`config.mk`:
```
export PLATFORM = sky130hd
export DESIGN_NAME = x_stream_source
export DESIGN_NICKNAME = d
export VERILOG_FILES = /design/src/rtl/x_stream_source_pkg.sv /design/src/rtl/memory.sv /design/src/rtl/xsrc_skid_fifo.sv /design/src/rtl/x_stream_source.sv
export SDC_FILE = /design/constraint.sdc
export NUM_CORES = 1
export LEC_CHECK = 0
export BUFFER_PORTS_ARGS = -buffer_cell sky130_fd_sc_hd__buf_2
export CAP_MARGIN = 20
export CELL_PAD_IN_SITES_DETAIL_PLACEMENT = 0
export CELL_PAD_IN_SITES_GLOBAL_PLACEMENT = 1
export CORE_UTILIZATION = 45
export CTS_CLUSTER_SIZE = 16
export DETAILED_ROUTE_END_ITERATION = 10
export PLACE_DENSITY = 0.73
export SLEW_MARGIN = 15
export SYNTH_ARGS = -nofsm -noshare
export SYNTH_HDL_FRONTEND = slang
export SYNTH_SLANG_ARGS = --single-unit
```
`constraint.sdc`:
```
create_clock -name clk -period 3.2 [get_ports clk]
set_input_delay 0.32 -clock clk [delete_from_list [all_inputs] [get_ports clk]]
set_output_delay 0.32 -clock clk [all_outputs]
set_load 0.005 [all_outputs]
```
`src/rtl/x_stream_source_pkg.sv`:
```
// Shared types and default sizes for the x-stream source and the engine top.
package x_stream_source_pkg;

  localparam int XSRC_WIDTH = 16;
  localparam int XSRC_LENX  = 8;

  typedef enum logic [1:0] {
    IDLE,
    PRIME,
    STREAM,
    DRAIN
  } xsrc_state_t;

endpackage

```
`src/rtl/memory.sv`:
```
// Simple dual-port buffer: synchronous read with one cycle of latency, read-before-write.
module memory #(
  parameter int WIDTH = 16,
  parameter int DEPTH = 8,
  parameter int ADDRW = 3
) (
  input  logic                    clk,
  input  logic                    we,
  input  logic [ADDRW-1:0]        waddr,
  input  logic signed [WIDTH-1:0] wdata,
  input  logic                    re,
  input  logic [ADDRW-1:0]        raddr,
  output logic signed [WIDTH-1:0] rdata
);

  logic signed [WIDTH-1:0] ram [DEPTH];

  always_ff @(posedge clk) begin
    if (we) ram[waddr] <= wdata;
    if (re) rdata <= ram[raddr];
  end

endmodule

```
`src/rtl/xsrc_skid_fifo.sv`:
```
// Two-entry registered FIFO that absorbs reads in flight while the consumer stalls.
module xsrc_skid_fifo #(
  parameter int WIDTH = 16
) (
  input  logic                    clk,
  input  logic                    reset,
  input  logic                    push,
  input  logic                    pop,
  input  logic signed [WIDTH-1:0] din,
  output logic [1:0]              count,
  output logic signed [WIDTH-1:0] head
);

  logic signed [WIDTH-1:0] slot [2];
  logic                    wr_ptr;
  logic                    rd_ptr;

  always_ff @(posedge clk or negedge reset) begin
    if (!reset) begin
      count  <= 2'd0;
      wr_ptr <= 1'b0;
      rd_ptr <= 1'b0;
    end else begin
      if (push) wr_ptr <= ~wr_ptr;
      if (pop)  rd_ptr <= ~rd_ptr;
      unique case ({push, pop})
        2'b10:   count <= count + 2'd1;
        2'b01:   count <= count - 2'd1;
        default: count <= count;
      endcase
    end
  end

  // Storage carries no reset; the count alone says which slots hold data.
  always_ff @(posedge clk) begin
    if (push) slot[wr_ptr] <= din;
  end

  assign head = slot[rd_ptr];

endmodule

```
`src/rtl/x_stream_source.sv`:
```
// Replays a preloaded LENX-word vector as a valid/ready stream, one or more frames per start.
module x_stream_source
  import x_stream_source_pkg::*;
#(
  parameter int WIDTH  = XSRC_WIDTH,
  parameter int LENX   = XSRC_LENX,
  parameter int ADDRX  = 3,
  parameter int FRAMEW = 4
) (
  input  logic                    clk,
  input  logic                    reset,
  input  logic                    wr_en,
  input  logic [ADDRX-1:0]        wr_addr,
  input  logic signed [WIDTH-1:0] wr_data,
  input  logic                    start,
  input  logic [FRAMEW-1:0]       frames,
  output logic signed [WIDTH-1:0] m_data_out_x,
  output logic                    m_valid_x,
  input  logic                    m_ready_x,
  output logic                    busy,
  output logic                    done
);

  localparam int BW = ADDRX + FRAMEW;

  xsrc_state_t             state, state_nxt;
  logic [ADDRX-1:0]        rd_addr;
  logic [FRAMEW-1:0]       frame_cnt;
  logic [FRAMEW-1:0]       frames_q;
  logic [BW-1:0]           beat_cnt;
  logic [BW-1:0]           last_beat;
  logic                    vld_p1;
  logic signed [WIDTH-1:0] rdata_p1;
  logic signed [WIDTH-1:0] head;
  logic [1:0]              count;
  logic                    mem_we, ren, room, last_rd, hs, last_hs, push, pop;

  assign busy      = (state != IDLE);
  assign mem_we    = wr_en && !busy && (32'(wr_addr) < LENX);
  assign room      = (count == 2'd0) || ((count == 2'd1) && !vld_p1);
  assign ren       = (state == PRIME) || ((state == STREAM) && room);
  assign last_rd   = (rd_addr == ADDRX'(LENX - 1)) && (frame_cnt == frames_q - FRAMEW'(1));
  assign last_beat = BW'(BW'(LENX) * BW'(frames_q) - BW'(1));
  assign hs        = m_valid_x && m_ready_x;
  assign last_hs   = hs && (beat_cnt == last_beat);

  // A word arriving from the buffer bypasses the FIFO when it is empty and the consumer takes it.
  assign pop  = (count != 2'd0) && m_ready_x;
  assign push = vld_p1 && !((count == 2'd0) && m_ready_x);

  always_comb begin
    state_nxt = state;
    unique case (state)
      IDLE:   if (start) state_nxt = PRIME;
      PRIME:  state_nxt = last_rd ? DRAIN : STREAM;
      STREAM: if (ren && last_rd) state_nxt = DRAIN;
      DRAIN:  if (last_hs) state_nxt = IDLE;
      default: state_nxt = IDLE;
    endcase
  end

  always_ff @(posedge clk or negedge reset) begin
    if (!reset) begin
      state     <= IDLE;
      rd_addr   <= '0;
      frame_cnt <= '0;
      frames_q  <= FRAMEW'(1);
      beat_cnt  <= '0;
      vld_p1    <= 1'b0;
      done      <= 1'b0;
    end else begin
      state  <= state_nxt;
      vld_p1 <= ren;
      done   <= (state == DRAIN) && last_hs;
      if ((state == IDLE) && start) begin
        frames_q  <= (frames == '0) ? FRAMEW'(1) : frames;
        rd_addr   <= '0;
        frame_cnt <= '0;
        beat_cnt  <= '0;
      end else begin
        if (ren) begin
          if (rd_addr == ADDRX'(LENX - 1)) begin
            rd_addr   <= '0;
            frame_cnt <= frame_cnt + FRAMEW'(1);
          end else begin
            rd_addr <= rd_addr + ADDRX'(1);
          end
        end
        if (hs) beat_cnt <= beat_cnt + BW'(1);
      end
    end
  end

  // ---- stage p1: buffer read data, one cycle after the read is issued ----
  memory #(.WIDTH(WIDTH), .DEPTH(LENX), .ADDRW(ADDRX)) u_buf (
    .clk   (clk),
    .we    (mem_we),
    .waddr (wr_addr),
    .wdata (wr_data),
    .re    (ren),
    .raddr (rd_addr),
    .rdata (rdata_p1)
  );

  xsrc_skid_fifo #(.WIDTH(WIDTH)) u_fifo (
    .clk   (clk),
    .reset (reset),
    .push  (push),
    .pop   (pop),
    .din   (rdata_p1),
    .count (count),
    .head  (head)
  );

  assign m_valid_x = (count != 2'd0) || vld_p1;

  always_comb begin
    m_data_out_x = '0;
    if (count != 2'd0)  m_data_out_x = head;
    else if (vld_p1)    m_data_out_x = rdata_p1;
  end

endmodule

```
-- Word level (Yosys, flattened, before mapping)
Memory sizes are Yosys's and may differ from the RTL's. A register that Yosys moved wholly into a read port is not among the register bits.
Cells that the tools add are included.
Widths: inputs -> output; s select.
- bits in registers: 26
- bits in latches: 0
- RAM bits: 160
- bits in read-only memories: 0
- input bits: 28
- memories: 2
- memory list (memory ; depth ; width ; read ports ; clocked after memory_dff ; wr ports ; line ; text):
    u_buf.ram ; 8 ; 16 ; 1 ; 1 ; 1 ; memory.sv:16 ; logic signed [WIDTH-1:0] ram [DEPTH];
    u_fifo.slot ; 2 ; 16 ; 1 ; 0 ; 1 ; xsrc_skid_fifo.sv:14 ; logic signed [WIDTH-1:0] slot [2];
- $add $sub $neg: 7
- $mul: 0
- divide/modulo/power cells: 0
- magnitude comparators: 0
- equality and inequality tests: 12
- shift-type cells: 0
- mux-type cells: 21
- bitwise logic cells: 2
- reduce and logical (&&, ||, !) cells: 29
- operators by type and width (kind ; number):
    $mux 16 ; 2
    $mux 4 ; 4
    $mux 7 ; 2
    $logic_and 1x1->1 ; 12
    $reduce_bool 2->1 ; 6
    $mux 3 ; 3
    $pmux 2 s4 ; 1
    $add 7x1->7 const B ; 1
    $eq 7x7->1 ; 1
    $sub 7x1->7 const B ; 1
    $eq 2x1->1 const B ; 3
    $eq 2x2->1 const B ; 3
    $mux 2 ; 3
    $mux 1 ; 5
    $add 4x1->4 const B ; 1
    $eq 4x4->1 ; 1
    $logic_not 2->1 ; 2
    $logic_not 4->1 ; 1
    $ne 2x2->1 const B ; 2
    $pmux 2 s2 ; 1
    $sub 4x1->4 const B ; 1
    $add 3x1->3 const B ; 1
    $eq 3x3->1 const B ; 1
    $logic_not 1->1 ; 3
    7 further kinds ; 10

-- Longest topological paths before layout
- depth in word-level cells: 8
- depth in mapped cells: 8
- mapped depth without buffers: 8

-- Cells and area by module
Synthesis repeated with hierarchy kept, for this count alone.
- cells, all modules: 457
- area total of the unflattened synthesis: 8349.3 µm²
- by module, submodules not included (module ; instances ; cells each ; area each (µm²) ; seq. area each (µm²)):
    memory ; 1 ; 214 ; 5454.0 ; 4324.1
    x_stream_source ; 1 ; 179 ; 1515.2 ; 551.8
    xsrc_skid_fifo ; 1 ; 64 ; 1380.1 ; 1061.0

-- Worst setup path before layout
Ideal clock, no wire load.
- path kind: register to register
- start point: register state[0]
- end point: memory u_buf.ram[0][0], enable pin
- setup time: 409 ps
- data arrival time: 2001 ps
- required time: 2791 ps
- setup slack: 789 ps
- cell stages (with the launch flop): 5
- buffers on the path: 0
- path through: dfrtp_1 > inv_1 > ha_1 > nand3b_1 > nor3_1
- cells in the longest elaborated chain, start to end: 5
- RTL lines (element ; line ; text):
    start: declaration ; x_stream_source.sv:26 ; xsrc_state_t state, state_nxt;
    start signal: assignment ; x_stream_source.sv:72 ; state <= state_nxt;
    $reduce_bool 2->1 ; x_stream_source.sv:38 ; assign busy = (state != IDLE);
    $logic_not 1->1 ; x_stream_source.sv:39 ; assign mem_we = wr_en && !busy && (32'(wr_addr) < LENX);
    $logic_and 1x1->1 ; x_stream_source.sv:39 ;
    $mux 1 ; memory.sv:19 ; if (we) ram[waddr] <= wdata;
    $mux 1 (not written as such) ; memory.sv:19 ;
    end: declaration ; memory.sv:16 ;
Every way passes these cells.

-- Worst setup path in the final report
- start point: register u_fifo.count[0]
- end point: output m_data_out_x[3]
- cells in the longest elaborated chain, start to end: 2
- RTL lines (element ; line ; text):
    start: declaration ; xsrc_skid_fifo.sv:10 ; output logic [1:0] count,
    start signal: assignment ; xsrc_skid_fifo.sv:27 ; 2'b10: count <= count + 2'd1;
    start signal: assignment ; xsrc_skid_fifo.sv:28 ; 2'b01: count <= count - 2'd1;
    start signal: assignment ; xsrc_skid_fifo.sv:29 ; default: count <= count;
    $reduce_bool 2->1 ; x_stream_source.sv:119 ; if (count != 2'd0) m_data_out_x = head;
    $mux 16 ; x_stream_source.sv:119 ;
    end: declaration ; x_stream_source.sv:17 ; output logic signed [WIDTH-1:0] m_data_out_x,
Every way passes these cells.

==> metrics.md <==
| Metric | Value |
|---|---|
| Top cells by area, synth | `edfxtp_1, mux4_2, dfrtp_1` |
| CP delay by family, top | `simple AND/OR/NAND/NOR gates` |
| DR WL/cell | `19.0 um` |
| Hpwl dp | `8610 um` |
| Setup violators final | `0` |
| Final hold slack | `approximately 0.065 ns` |
| Period Utilization, post-route | `89.5%` |
| Port Buffers | `46` |
| DIE WIDTH | `136 um` |
| Slew @ Worst Pin | `0.763 ns` |
| Share of layout cells above drive strength 1 | `between 20 and 30%` |
| Total CTS buffers | `21` |
| Pwr Total | `8.20 mW` |
| Critical path's slowest cell | `and2_1` |
| Pin count of the biggest net entering global routing | `35` |
| Final Hold Fails | `0` |
| Synth Area in Compound Gates | `2.29%` |
| RSZ-0062 raised after global routing | `false` |
| Max Fclk | `349 MHz` |
| # DRC | `0` |
| Area leader, netlist | `edfxtp_1` |
| CTS Buffer Depth | `3` |
| Antenna-violating nets left | `0` |
| Leak | `between 3 and 4 nW` |
| Slew Limit Fails | `0` |
| DRT Pass-1 Iters | `4` |
| Worst setup path class | `reg2out` |
| Gpl congestion | `0.766` |
| Total Neg Setup Slack | `0 ns` |
| WL final | `14,200 um` |
| Grt ovf | `0` |
| Die Y | `136 um` |
| CTS tree | `done` |
| Vias per std cell | `5.22` |
| Post-synth net total | `about 500` |
| Std-Cell Rows | `48` |
| Initial antenna violation count | `0` |
| Adder-cell share of the synthesized area | `2.01%` |
| Initial Util | `between 40% and 50%` |
| XOR/XNOR share of the synthesized area | `roughly 2.8%` |
| Rel. slew slack | `49.1%` |
| H-Tree Depth | `1` |
| Synth Register Bits | `202` |
| Yosys cell types | `32` |
| Resized cells post-CTS | `0` |
| GRT Util Overall | `16.5%` |
| CTS clk-pin slew, worst paths | `0.06 ns` |
| Crit path largest cell delay | `around 0.6 ns` |
| Syn-to-layout area delta | `15.0%` |
| Largest family of logic cells by synthesized area | `multiplexers` |
| Critical Path Start Type | `register` |
| Fin crit period | `2.86 ns` |
| Placeable Area | `about 0.017 mm^2` |
| CP required | `roughly 2.9 ns` |
| Mapped cell area | `between 0.008 and 0.009 mm^2` |
| Crit Path Max Fanout | `21` |
| YS warnings | `0` |
| Top cell type's share of synthesized area | `between 60% and 70%` |
| Max_cap viols | `0` |
| Fraction of synthesized area in multiplexers | `13.8%` |
| Max VDD drop | `between 0.4 and 0.5 mV` |
| DRT iter0 DRCs | `253` |
| First-pass GRT wire length | `between 20,000 and 25,000 um` |
| Critical path cell sequence | `inv_1 -> ha_1 -> and2_1 -> nand2_1 -> o21ai_0 -> buf_2` |
| # nets final | `~550` |
| Post-CTS Setup Bufs | `0` |
| Sum of buffers and inverters on the critical path | `2` |
| Die area | `approximately 0.019 mm^2` |
| Sequential fraction of the synthesis area | `73.3%` |
| Status | `finished, final reports clean` |
| Clk_skew | `0.0170 ns` |
| Ports | `47` |
| Clk sink count | `202` |
| Worst Setup End Kind | `primary output` |
| Hold crit path type | `in2reg` |
| Post-Synth Simple-Gate Area | `under 10%` |
| Clk root buf | `clkbuf_16` |
| Mapped Avg Cell Area | `18.2 um^2` |
| Via count | `roughly 3,900` |
| Worst-Skew Late Latency | `0.50 ns` |
| Vias in the first global route | `4,122` |
| CTS Hold Buffers Added | `1` |
| Crit path arrival time | `2.54 ns` |
| Mapped Cells | `around 450` |
| Pwr dens | `just under 900 mW/mm^2` |
| Inserted Diodes | `0` |
[stage by stage]
stage | utilization, % | std cells | instance area [um^2] | setup WS [ns]
after floorplan | - | 445 | 8100 | 0.789
after global placement | 49.6 | 711 | 8650 | 0.764
after detailed placement | 49.6 | 711 | 8650 | 0.692
after CTS | 53.5 | 749 | 9310 | 0.227
after global routing | 53.5 | 749 | 9310 | 0.0885
final | 53.5 | 749 | 9310 | 0.335
[area by class of cell]
class / instances / area, um^2
repair buffers: 61 / 345
clock inverters: 14 / 121
inverters: 11 / 41.3
fillers: 1424 / 8110
flip-flops and latches: 202 / 5940
clock buffers: 23 / 533
well taps: 225 / 282
multi-input cells: 213 / 2050
[final timing paths]
check,from,end,slack [ns],cells past startpoint
max,u_fifo.count[0],m_data_out_x[3],0.34,6
min,frames[1],frames_q[1],0.06,3
max reg2reg,u_fifo.count[0],state[1],0.73,7
min reg2reg,u_fifo.count[1],u_fifo.count[1],0.48,2
max in group asynchronous,reset,rd_addr[0],2.38,2
min in group asynchronous,reset,state[1],0.38,2
[cells in the final DEF, fill, tap and decap left out, types with 2 or more instances in the layout]
cell and n:
ha_1 13, bufinv_16 2, edfxtp_1 176, nand4_1 3
nor2_1 20, inv_1 11, a21oi_1 6, mux2i_1 17
nand2_1 30, mux2_2 20, clkinv_2 2, or3_1 2
and2_1 2, inv_6 2, xor2_1 9, nor3_2 2
o211ai_1 3, clkbuf_16 21, xnor2_1 9, buf_2 46
clkinv_1 7, o21ai_0 23, and3_1 3, nor3_1 2
mux4_2 32, dfrtp_1 24, xnor3_1 2, nand2b_1 3
nand3_1 4, buf_4 14, clkbuf_1 2, nor2b_1 2
[cells in the mapped netlist, drive strengths merged]
library cell	instances
xnor2	9
nand3b	1
a222oi	1
buf	5
mux2i	17
o211ai	3
nand2	30
or3	2
xor3	1
o21a	1
dfrtp	25
nand4	3
nand3	4
xor2	9
mux2	20
nand4b	1
mux4	32
ha	13
a21oi	6
nor4	1
dfstp	1
clkbuf	14
nor2b	2
o21ai	23
and3	3
xnor3	2
nor2	20
nand2b	3
inv	11
nor3	4
and2	2
edfxtp	176
[flip-flops by register name (all words and copies together), names as in the netlist]
name           count
state              2
u_buf.ram        128
u_fifo.wr_ptr      1
frames_q           4
rd_addr            3
u_fifo.count       2
beat_cnt           7
u_buf.rdata       16
u_fifo.slot       32
u_fifo.rd_ptr      1
frame_cnt          4
done               1
vld_p1             1
[power breakdown]
| group | leakage, nW | switching [mW] | total, mW | internal, mW |
|---|---|---|---|---|
| logic | 1.03 | 1.11 | 2.14 | 1.03 |
| clock network | 0.317 | 0.960 | 2.32 | 1.36 |
| registers | 1.93 | 0.277 | 3.74 | 3.46 |
| total | 3.28 | 2.35 | 8.20 | 5.85 |
[routing by layer]
metal	track usage (%)	vias up	share of wire, %
li1	-	1850	-
met1	21.7	1958	44
met3	3.39	21	5.0
met4	4.63	0	2.2
met5	0	-	0
met2	27.8	79	49
[kinds of logic after synthesis]
group | after synthesis
compound gates | 34
fa+ha+maj | 13
simple gates | 76
flops | 202
mux | 69
xor+xnor | 21
buf+inv | 30
[worst min-delay path, cell delays in order]
cell and delay [ns]:
buf_2 0.09, nand2_1 0.04, o21ai_0 0.06
Note: power is estimated with default switching activity, not from simulation.
